==> config.mk <==
export PLATFORM = sky130hd
export DESIGN_NAME = dm_cache_ctrl_flat
export DESIGN_NICKNAME = d
export VERILOG_FILES = /design/src/rtl/dm_cache_ctrl_pkg.sv /design/src/rtl/dm_cache_ctrl_if.sv /design/src/rtl/dm_line_store.sv /design/src/rtl/dm_cache_ctrl.sv /design/src/flat_wrapper.sv
export SDC_FILE = /design/constraint.sdc
export NUM_CORES = 1
export LEC_CHECK = 0
export CORE_ASPECT_RATIO = 0.6
export CORE_UTILIZATION = 54
export DETAILED_ROUTE_END_ITERATION = 10
export GPL_TIMING_DRIVEN = 0
export PLACE_DENSITY = 0.72
export SETUP_SLACK_MARGIN = 0.2
export SYNTH_ARGS = -nofsm -noshare
export SYNTH_HDL_FRONTEND = slang
export SYNTH_SLANG_ARGS = --single-unit
export TNS_END_PERCENT = 10
==> constraint.sdc <==
create_clock -name clk -period 4.15 [get_ports clk]
set_input_delay 0.6225 -clock clk [delete_from_list [all_inputs] [get_ports clk]]
set_output_delay 0.6225 -clock clk [all_outputs]
set_load 0.01 [all_outputs]
==> src/rtl/dm_cache_ctrl_pkg.sv <==
// Shared definitions for the direct-mapped cache controller: FSM state
// encoding and the memory read/write direction constants.
package dm_cache_ctrl_pkg;

  typedef enum logic [2:0] {
    ST_IDLE,
    ST_LOOKUP,
    ST_MEM_RD,
    ST_MEM_WR,
    ST_RESP
  } state_t;

  localparam logic READ  = 1'b0;
  localparam logic WRITE = 1'b1;

endpackage

==> src/rtl/dm_cache_ctrl_if.sv <==
// CPU-side request/response port and memory-side access port of the cache.
// The master modport is the environment (CPU plus backing memory); the
// slave modport is the cache controller itself.
interface dm_cache_ctrl_if;

  logic        cpu_req;
  logic        cpu_we;
  logic [31:0] cpu_addr;
  logic [31:0] cpu_wdata;
  logic [31:0] cpu_rdata;
  logic        cpu_ready;

  logic        mem_enable;
  logic        mem_read_write;
  logic [31:0] mem_addr;
  logic [31:0] mem_wdata;
  logic [31:0] mem_rdata;
  logic        mem_ack;

  modport master (
    output cpu_req, cpu_we, cpu_addr, cpu_wdata, mem_rdata, mem_ack,
    input  cpu_rdata, cpu_ready, mem_enable, mem_read_write, mem_addr, mem_wdata
  );

  modport slave (
    input  cpu_req, cpu_we, cpu_addr, cpu_wdata, mem_rdata, mem_ack,
    output cpu_rdata, cpu_ready, mem_enable, mem_read_write, mem_addr, mem_wdata
  );

endinterface

==> src/rtl/dm_line_store.sv <==
// Line storage for the direct-mapped cache: one valid bit, tag and 32-bit
// data word per line. Reads are combinational; a fill writes valid/tag/data,
// an update rewrites only the data word of a resident line.
module dm_line_store #(
  parameter int NUM_LINES = 16,
  parameter int IDX_W     = 4,
  parameter int TAG_W     = 26
) (
  input  logic             clk,
  input  logic             reset,
  input  logic [IDX_W-1:0] rd_idx,
  output logic             rd_valid,
  output logic [TAG_W-1:0] rd_tag,
  output logic [31:0]      rd_data,
  input  logic             fill_en,
  input  logic             upd_en,
  input  logic [IDX_W-1:0] wr_idx,
  input  logic [TAG_W-1:0] wr_tag,
  input  logic [31:0]      wr_data
);

  logic [NUM_LINES-1:0] valid_q;
  logic [TAG_W-1:0]     tag_q  [NUM_LINES];
  logic [31:0]          data_q [NUM_LINES];

  // Valid bits: cleared asynchronously by reset, set by a line fill
  always_ff @(posedge clk or posedge reset) begin
    if (reset) begin
      valid_q <= '0;
    end else if (fill_en) begin
      valid_q[wr_idx] <= 1'b1;
    end
  end

  // Tag/data arrays: written on fill, data-only rewrite on write hit
  // NOTE: tag and data arrays carry no reset; every read is qualified by the
  // valid bit, so their power-up contents are never observed.
  always_ff @(posedge clk) begin
    if (fill_en) begin
      tag_q[wr_idx]  <= wr_tag;
      data_q[wr_idx] <= wr_data;
    end else if (upd_en) begin
      data_q[wr_idx] <= wr_data;
    end
  end

  assign rd_valid = valid_q[rd_idx];
  assign rd_tag   = tag_q[rd_idx];
  assign rd_data  = data_q[rd_idx];

endmodule

==> src/rtl/dm_cache_ctrl.sv <==
// Direct-mapped, write-through, no-write-allocate cache controller.
// One request at a time: IDLE -> LOOKUP -> (MEM_RD | MEM_WR) -> RESP.
// cpu_ready/cpu_rdata are registered off RESP, giving a clean one-cycle
// pulse in the cycle after RESP; a request is not accepted during it.
module dm_cache_ctrl
  import dm_cache_ctrl_pkg::*;
#(
  parameter int NUM_LINES = 16,
  parameter int IDX_W     = 4
) (
  input logic            clk,
  input logic            reset,
  dm_cache_ctrl_if.slave bus
);

  localparam int TAG_W = 30 - IDX_W;

  state_t            state_q, state_d;
  logic              we_q;
  logic [31:2]       addr_q;
  logic [31:0]       wdata_q;
  logic              hit_q;
  logic              cpu_ready_q;
  logic [31:0]       cpu_rdata_q;

  logic [IDX_W-1:0]  idx;
  logic [TAG_W-1:0]  tag;
  logic              line_valid;
  logic [TAG_W-1:0]  line_tag;
  logic [31:0]       line_data;
  logic              hit;
  logic              accept;
  logic              fill_en;
  logic              upd_en;
  logic              unused_addr_lsb;

  assign idx             = addr_q[IDX_W+1:2];
  assign tag             = addr_q[31:IDX_W+2];
  assign hit             = line_valid && (line_tag == tag);
  assign accept          = (state_q == ST_IDLE) && bus.cpu_req && !cpu_ready_q;
  assign fill_en         = (state_q == ST_MEM_RD) && bus.mem_ack;
  assign upd_en          = (state_q == ST_MEM_WR) && bus.mem_ack && hit_q;
  assign unused_addr_lsb = ^bus.cpu_addr[1:0];

  dm_line_store #(
    .NUM_LINES (NUM_LINES),
    .IDX_W     (IDX_W),
    .TAG_W     (TAG_W)
  ) u_store (
    .clk      (clk),
    .reset    (reset),
    .rd_idx   (idx),
    .rd_valid (line_valid),
    .rd_tag   (line_tag),
    .rd_data  (line_data),
    .fill_en  (fill_en),
    .upd_en   (upd_en),
    .wr_idx   (idx),
    .wr_tag   (tag),
    .wr_data  (fill_en ? bus.mem_rdata : wdata_q)
  );

  // FSM state register
  // NOTE: sequential state is assigned with <= so every flop samples the
  // pre-edge values of the others, independent of block evaluation order.
  always_ff @(posedge clk or posedge reset) begin
    if (reset) begin
      state_q <= ST_IDLE;
    end else begin
      state_q <= state_d;
    end
  end

  // Request capture in IDLE and hit capture in LOOKUP
  always_ff @(posedge clk or posedge reset) begin
    if (reset) begin
      we_q    <= READ;
      addr_q  <= '0;
      wdata_q <= '0;
      hit_q   <= 1'b0;
    end else begin
      if (accept) begin
        we_q    <= bus.cpu_we;
        addr_q  <= bus.cpu_addr[31:2];
        wdata_q <= bus.cpu_wdata;
      end
      if (state_q == ST_LOOKUP) begin
        hit_q <= hit;
      end
    end
  end

  // Next-state logic and memory port decode
  always_comb begin
    // NOTE: every signal written here gets a default first, so no path
    // through the case statement can infer a latch.
    state_d            = state_q;
    bus.mem_enable     = 1'b0;
    bus.mem_read_write = READ;
    bus.mem_addr       = '0;
    bus.mem_wdata      = '0;
    case (state_q)
      ST_IDLE: begin
        if (accept) state_d = ST_LOOKUP;
      end
      ST_LOOKUP: begin
        if (we_q == WRITE) state_d = ST_MEM_WR;
        else if (hit)      state_d = ST_RESP;
        else               state_d = ST_MEM_RD;
      end
      ST_MEM_RD: begin
        bus.mem_enable = 1'b1;
        bus.mem_addr   = {addr_q, 2'b00};
        if (bus.mem_ack) state_d = ST_RESP;
      end
      ST_MEM_WR: begin
        bus.mem_enable     = 1'b1;
        bus.mem_read_write = WRITE;
        bus.mem_addr       = {addr_q, 2'b00};
        bus.mem_wdata      = wdata_q;
        if (bus.mem_ack) state_d = ST_RESP;
      end
      ST_RESP: begin
        state_d = ST_IDLE;
      end
      default: begin
        state_d = ST_IDLE;
      end
    endcase
  end

  // Registered CPU response: the line already holds the fill or hit data in RESP
  always_ff @(posedge clk or posedge reset) begin
    if (reset) begin
      cpu_ready_q <= 1'b0;
      cpu_rdata_q <= '0;
    end else begin
      cpu_ready_q <= (state_q == ST_RESP);
      cpu_rdata_q <= ((state_q == ST_RESP) && (we_q == READ)) ? line_data : '0;
    end
  end

  assign bus.cpu_ready = cpu_ready_q;
  assign bus.cpu_rdata = cpu_rdata_q;

endmodule
==> src/flat_wrapper.sv <==
// flat-port wrapper written by rule: the top's interface ports become plain ports
module dm_cache_ctrl_flat import dm_cache_ctrl_pkg::*;
#(
  parameter int NUM_LINES = 16,
  parameter int IDX_W     = 4
)
  (clk, reset, bus_cpu_req, bus_cpu_we, bus_cpu_addr, bus_cpu_wdata, bus_mem_rdata, bus_mem_ack, bus_cpu_rdata, bus_cpu_ready, bus_mem_enable, bus_mem_read_write, bus_mem_addr, bus_mem_wdata);
  dm_cache_ctrl_if bus_i ();
  input logic clk;
  input logic reset;
  input wire logic [$bits(bus_i.cpu_req)-1:0] bus_cpu_req;
  input wire logic [$bits(bus_i.cpu_we)-1:0] bus_cpu_we;
  input wire logic [$bits(bus_i.cpu_addr)-1:0] bus_cpu_addr;
  input wire logic [$bits(bus_i.cpu_wdata)-1:0] bus_cpu_wdata;
  input wire logic [$bits(bus_i.mem_rdata)-1:0] bus_mem_rdata;
  input wire logic [$bits(bus_i.mem_ack)-1:0] bus_mem_ack;
  output wire logic [$bits(bus_i.cpu_rdata)-1:0] bus_cpu_rdata;
  output wire logic [$bits(bus_i.cpu_ready)-1:0] bus_cpu_ready;
  output wire logic [$bits(bus_i.mem_enable)-1:0] bus_mem_enable;
  output wire logic [$bits(bus_i.mem_read_write)-1:0] bus_mem_read_write;
  output wire logic [$bits(bus_i.mem_addr)-1:0] bus_mem_addr;
  output wire logic [$bits(bus_i.mem_wdata)-1:0] bus_mem_wdata;
  assign bus_i.cpu_req = bus_cpu_req;
  assign bus_i.cpu_we = bus_cpu_we;
  assign bus_i.cpu_addr = bus_cpu_addr;
  assign bus_i.cpu_wdata = bus_cpu_wdata;
  assign bus_i.mem_rdata = bus_mem_rdata;
  assign bus_i.mem_ack = bus_mem_ack;
  assign bus_cpu_rdata = bus_i.cpu_rdata;
  assign bus_cpu_ready = bus_i.cpu_ready;
  assign bus_mem_enable = bus_i.mem_enable;
  assign bus_mem_read_write = bus_i.mem_read_write;
  assign bus_mem_addr = bus_i.mem_addr;
  assign bus_mem_wdata = bus_i.mem_wdata;
  dm_cache_ctrl #(.NUM_LINES(NUM_LINES), .IDX_W(IDX_W)) u_core (.clk(clk), .reset(reset), .bus(bus_i));
endmodule
==> report_table.html <==
<table>
<tr><th>Metric</th><th>Value</th></tr>
<tr><th colspan="2">GRT</th></tr>
<tr><td>Global routing usage on met2</td><td>between 30% and 40%</td></tr>
<tr><td>Initial antenna violation count</td><td>2</td></tr>
<tr><td>Global routing usage summed across all routing layers</td><td>between 20 and 30%</td></tr>
<tr><td>Most used routing layer in global routing</td><td>met1</td></tr>
<tr><td>Via count of the first global-routing pass</td><td>about 22000</td></tr>
<tr><td>Met3 track utilization from global routing</td><td>slightly below 9%</td></tr>
<tr><td>Maximum number of pins on one net before global-route repair</td><td>64</td></tr>
<tr><td>Routing usage on met1</td><td>a little over two fifths</td></tr>
<tr><td>First-pass GRT wire length</td><td>around 150 mm</td></tr>
<tr><td>Grt ovf</td><td>0</td></tr>
<tr><th colspan="2">Timing</th></tr>
<tr><td>Final critical-path share of the clock period</td><td>97.4%</td></tr>
<tr><td>Min Clock Period, post-route</td><td>approximately 4000 ps</td></tr>
<tr><td>Hold Fails Final Rpt</td><td>0</td></tr>
<tr><td>Max-slew headroom</td><td>under 10%</td></tr>
<tr><td>Max Slew Vio Count</td><td>0</td></tr>
<tr><td>Peak clock frequency supported by timing</td><td>247 MHz</td></tr>
<tr><td>Worst path setup slack after routing</td><td>roughly 110 ps</td></tr>
<tr><td>Setup repair after global routing missed its margin</td><td>true</td></tr>
<tr><td>Total negative setup slack</td><td>0 ps</td></tr>
<tr><td>Setup violators final</td><td>0</td></tr>
<tr><td>Maximum clock skew at final layout</td><td>~30 ps</td></tr>
<tr><td>Actual slew at the worst max-slew pin</td><td>1390 ps</td></tr>
<tr><th colspan="2">Route</th></tr>
<tr><td>First DRT Iteration DRCs</td><td>3282</td></tr>
<tr><td>Vias per std cell</td><td>~6.5</td></tr>
<tr><td>Number of detailed-routing iterations run before antenna repair</td><td>6</td></tr>
<tr><td>Mean routed wirelength per cell</td><td>around 32 um</td></tr>
<tr><td>Post-route antenna net violation count</td><td>0</td></tr>
<tr><td>Number of design rule violations left after detail routing</td><td>0</td></tr>
<tr><td>Total via count after detailed routing</td><td>between 20000 and 25000</td></tr>
<tr><td>Final Routed Wirelength</td><td>between 100 and 150 mm</td></tr>
<tr><th colspan="2">Finish</th></tr>
<tr><td>Final cell count without fillers</td><td>roughly 3300</td></tr>
<tr><td>Final cell area excluding filler cells</td><td>a little under 0.05 mm^2</td></tr>
<tr><td>Area grow syn2layout</td><td>18.0%</td></tr>
<tr><td>Final antenna diode count</td><td>0</td></tr>
<tr><td>Ratio of cells with drive above 1 in the final layout</td><td>27.5%</td></tr>
<tr><td>Final #Nets</td><td>about 2400</td></tr>
<tr><th colspan="2">Synthesis</th></tr>
<tr><td>Post-synthesis sequential element count</td><td>roughly 1000</td></tr>
<tr><td>Post-synth top area share</td><td>between 60% and 70%</td></tr>
<tr><td>Unique cell type count in the Yosys netlist</td><td>68</td></tr>
<tr><td>Post-synthesis instance area</td><td>slightly above 0.04 mm^2</td></tr>
<tr><td>Post-synth top area cell</td><td>sky130_fd_sc_hd__edfxtp_1</td></tr>
<tr><td>Portion of the post-synthesis area used by sequential elements</td><td>75.2%</td></tr>
<tr><td>Most instantiated flip-flop cell in the synthesis netlist</td><td>sky130_fd_sc_hd__edfxtp_1</td></tr>
<tr><td>Count of flip-flops with a built-in enable after synthesis</td><td>between 900 and 1000</td></tr>
<tr><td>Commonest cells post-synth</td><td>928 x sky130_fd_sc_hd__edfxtp_1, 232 x sky130_fd_sc_hd__mux4_2, 116 x sky130_fd_sc_hd__dfrtp_1, 115 x sky130_fd_sc_hd__mux2_2, 70 x sky130_fd_sc_hd__mux2i_1</td></tr>
<tr><td>Total of warnings raised by yosys</td><td>0</td></tr>
<tr><td>Share of async-settable or async-resettable flops after synthesis</td><td>between 10% and 20%</td></tr>
<tr><td>Mapped Avg Cell Area</td><td>~21 um^2</td></tr>
<tr><td>Library cell with the highest instance count after synthesis</td><td>sky130_fd_sc_hd__edfxtp_1</td></tr>
<tr><td>Gate count of the mapped netlist</td><td>1936</td></tr>
<tr><td>Synth top area cells</td><td>sky130_fd_sc_hd__edfxtp_1 68%, sky130_fd_sc_hd__mux4_2 13%, sky130_fd_sc_hd__dfrtp_1 7.1%</td></tr>
<tr><th colspan="2">Place</th></tr>
<tr><td>Final weighted congestion in routability-driven placement</td><td>approximately 0.90</td></tr>
<tr><td>Cell total after placement</td><td>around 3200</td></tr>
<tr><td>Post-place instance area</td><td>~0.045 mm^2</td></tr>
<tr><td>Pre-CTS setup slack</td><td>-797 ps</td></tr>
<tr><td>Buffers added on ports</td><td>around 200</td></tr>
<tr><td>Final HPWL DP</td><td>slightly below 70 mm</td></tr>
<tr><th colspan="2">Setup path</th></tr>
<tr><td>Critical Path End Type</td><td>output pin</td></tr>
<tr><td>Length in cells of the worst reg-to-reg path</td><td>8</td></tr>
<tr><td>Data arrival, critical path</td><td>approximately 3400 ps</td></tr>
<tr><td>Delay of the slowest cell on the worst path</td><td>540 ps</td></tr>
<tr><td>Maximum fanout count along the critical path</td><td>10</td></tr>
<tr><td>Startpoint kind of the worst setup timing path</td><td>flop</td></tr>
<tr><td>FF-to-FF Start</td><td>u_core.addr_q[5]</td></tr>
<tr><td>Crit Reg-Reg Endpoint</td><td>u_core.u_store.data_q[1][8]</td></tr>
<tr><td>Worst path cell trace</td><td>clkbuf_2, buf_2, clkbuf_4, buf_2, and2_1, clkdlybuf4s50_1</td></tr>
<tr><td>Setup CP Type</td><td>flop to output pin</td></tr>
<tr><td>Cell seen most often among critical-path stages</td><td>sky130_fd_sc_hd__buf_2</td></tr>
<tr><td>First element of the critical path</td><td>u_core.addr_q[4]</td></tr>
<tr><td>Cell with the largest stage delay on the worst path</td><td>sky130_fd_sc_hd__clkdlybuf4s50_1</td></tr>
<tr><td>Required time at the endpoint of the critical path</td><td>3530 ps</td></tr>
<tr><td>Flop2flop setup slack</td><td>150 ps</td></tr>
<tr><th colspan="2">CTS</th></tr>
<tr><td>Clock latency on the worst-skew pair</td><td>between 600 and 700 ps</td></tr>
<tr><td>Post-cts hold buffer count</td><td>0</td></tr>
<tr><td>Clock slew at reported path FFs</td><td>around 70 ps</td></tr>
<tr><td>TritonCTS clock tree</td><td>yes</td></tr>
<tr><td>Number of buffers created by CTS</td><td>90</td></tr>
<tr><td>Number of buffers between clock root and the deepest sink</td><td>3</td></tr>
<tr><td>H-tree levels</td><td>3</td></tr>
<tr><td>Number of sinks driven by the clock tree</td><td>about 1000</td></tr>
<tr><td>CTS root buf</td><td>sky130_fd_sc_hd__clkbuf_16</td></tr>
<tr><th colspan="2">Power and ir drop</th></tr>
<tr><td>Share of total power in the clock network</td><td>approximately a quarter</td></tr>
<tr><td>Switching part of the total power</td><td>between 30 and 40%</td></tr>
<tr><td>Total power divided by cell area</td><td>approximately 710 mW/mm^2</td></tr>
<tr><td>Internal power</td><td>~0.023 W</td></tr>
<tr><td>Worst ir drop on vdd</td><td>approximately 0.48 mV</td></tr>
<tr><td>Net switching power figure</td><td>roughly 0.011 W</td></tr>
<tr><td>Sequential power share</td><td>~43%</td></tr>
<tr><td>Combinational share of power</td><td>between 30% and 40%</td></tr>
<tr><td>Leakage</td><td>between 15 and 20 nW</td></tr>
<tr><th colspan="2">Die</th></tr>
<tr><td>Effective utilization at floorplan</td><td>55.1%</td></tr>
<tr><td>Die boundary width</td><td>roughly 360 um</td></tr>
<tr><td>Die span in y</td><td>approximately 220 um</td></tr>
<tr><td>Core outline area</td><td>about 0.074 mm^2</td></tr>
<tr><td>IO Count</td><td>200</td></tr>
<tr><td>Total Die Area</td><td>0.0769 mm^2</td></tr>
<tr><td>Cell Rows</td><td>77</td></tr>
<tr><th colspan="2">Min path</th></tr>
<tr><td>Type of the most critical hold path</td><td>primary input to async pin</td></tr>
<tr><th colspan="2">Flow run</th></tr>
<tr><td>Number of max-cap violations</td><td>0</td></tr>
<tr><th colspan="2">Run status</th></tr>
<tr><td>Outcome</td><td>completed</td></tr>
</table>
[power by group through the flow]
stage | sequential (W) | clock (W) | combinational (W)
2_1_floorplan | 0.0145 | 0 | 0.00691
3_3_place_gp | 0.0148 | 0 | 0.0103
3_5_place_dp | 0.0149 | 0 | 0.0108
4_1_cts | 0.0147 | 0.00851 | 0.0109
5_1_grt | 0.0148 | 0.00889 | 0.0116
6_report | 0.0147 | 0.00844 | 0.0110
[worst max path at each step]
stage	end	slack, ps
after floorplan	u_core.addr_q[10]	460
after global placement	u_core.u_store.valid_q[2]	-2910
after detailed placement	u_core.u_store.data_q[15][11]	-800
after CTS	bus_mem_addr[3]	200
after global routing	u_core.u_store.data_q[2][0]	90
final	bus_mem_addr[4]	110
[critical path, delay by kind of cell (launching register included)]
| kind | cells | cell delay (ps) |
|---|---|---|
| simple gates | 1 | 200 |
| flops | 1 | 440 |
| buf+inv | 5 | 2100 |
[kinds of logic (layout without fill, tap and decap cells)]
logic type / after synthesis / after routing / share of synthesized area, %
other: 1 / 2 / 0.00917
XOR/XNOR: 25 / 25 / 0.535
AO/OA/AOI/OAI: 96 / 96 / 1.70
multiplexers: 420 / 420 / 17.8
AND/OR/NAND/NOR: 231 / 231 / 3.16
flip-flops: 1044 / 1044 / 75.2
buffers and inverters: 119 / 535 / 1.55
[metrics by stage]
step | power [W] | hold WS [ps] | utilization (%)
2_1_floorplan | 0.0214 | 434 | -
3_3_place_gp | 0.0251 | 447 | 59.4
3_5_place_dp | 0.0257 | 452 | 60.8
4_1_cts | 0.0341 | 442 | 64.9
5_1_grt | 0.0353 | 479 | 65.0
6_report | 0.0342 | 442 | 65.0
[placed cells by master, fill, tap and decap left out, types with 8 or more instances in the layout]
| cell type | n |
|---|---|
| sky130_fd_sc_hd__mux2i_1 | 70 |
| sky130_fd_sc_hd__a21oi_1 | 12 |
| sky130_fd_sc_hd__buf_1 | 9 |
| sky130_fd_sc_hd__nor2_4 | 29 |
| sky130_fd_sc_hd__clkdlybuf4s50_1 | 195 |
| sky130_fd_sc_hd__clkbuf_1 | 60 |
| sky130_fd_sc_hd__mux2_2 | 115 |
| sky130_fd_sc_hd__buf_6 | 22 |
| sky130_fd_sc_hd__inv_1 | 12 |
| sky130_fd_sc_hd__nor2_1 | 8 |
| sky130_fd_sc_hd__a22oi_1 | 19 |
| sky130_fd_sc_hd__clkbuf_8 | 9 |
| sky130_fd_sc_hd__o22ai_1 | 12 |
| sky130_fd_sc_hd__clkinv_1 | 13 |
| sky130_fd_sc_hd__and2_1 | 33 |
| sky130_fd_sc_hd__clkbuf_16 | 93 |
| sky130_fd_sc_hd__buf_12 | 28 |
| sky130_fd_sc_hd__buf_4 | 19 |
| sky130_fd_sc_hd__mux4_2 | 232 |
| sky130_fd_sc_hd__or2_2 | 16 |
| sky130_fd_sc_hd__dfrtp_1 | 116 |
| sky130_fd_sc_hd__buf_16 | 8 |
| sky130_fd_sc_hd__clkinv_2 | 11 |
| sky130_fd_sc_hd__xor2_1 | 8 |
| sky130_fd_sc_hd__buf_2 | 26 |
| sky130_fd_sc_hd__edfxtp_1 | 928 |
| sky130_fd_sc_hd__xnor2_1 | 17 |
| sky130_fd_sc_hd__nand3_1 | 8 |
| sky130_fd_sc_hd__and3_1 | 68 |
| sky130_fd_sc_hd__nand2_1 | 29 |
[what timing repair did]
item / CTS / global route
setup endpoints to repair: 329 / 90
pin swaps: 3 / 1
resized for setup: 19 / 2
buffers inserted: 4 / 3
[routing by layer]
metal	part of all wire, %	wire, um	vias up
met5	0	0	-
li1	-	-	8648
met1	40	43000	11300
met4	2.5	2680	0
met3	13	14000	218
met2	44	46600	1546
[state kept, by name, summed over array words and instances (netlist names)]
name,cells
u_core.state_q,3
u_core.hit_q,1
u_core.bus.cpu_rdata,32
u_core.u_store.valid_q,16
u_core.we_q,1
u_core.bus.cpu_ready,1
u_core.wdata_q,32
u_core.addr_q,30
u_core.u_store.data_q,512
u_core.u_store.tag_q,416
[area by class of cell]
cell class | instances | area [um^2]
fillers | 4786 | 26000
repair buffers | 247 | 2890
plain buffers | 104 | 613
well taps | 987 | 1230
inverters | 15 | 61.3
clock inverters | 39 | 407
multi-input cells | 774 | 9730
flip-flops and latches | 1044 | 30800
clock buffers | 130 | 2560
Note: power is estimated with default switching activity, not from simulation.
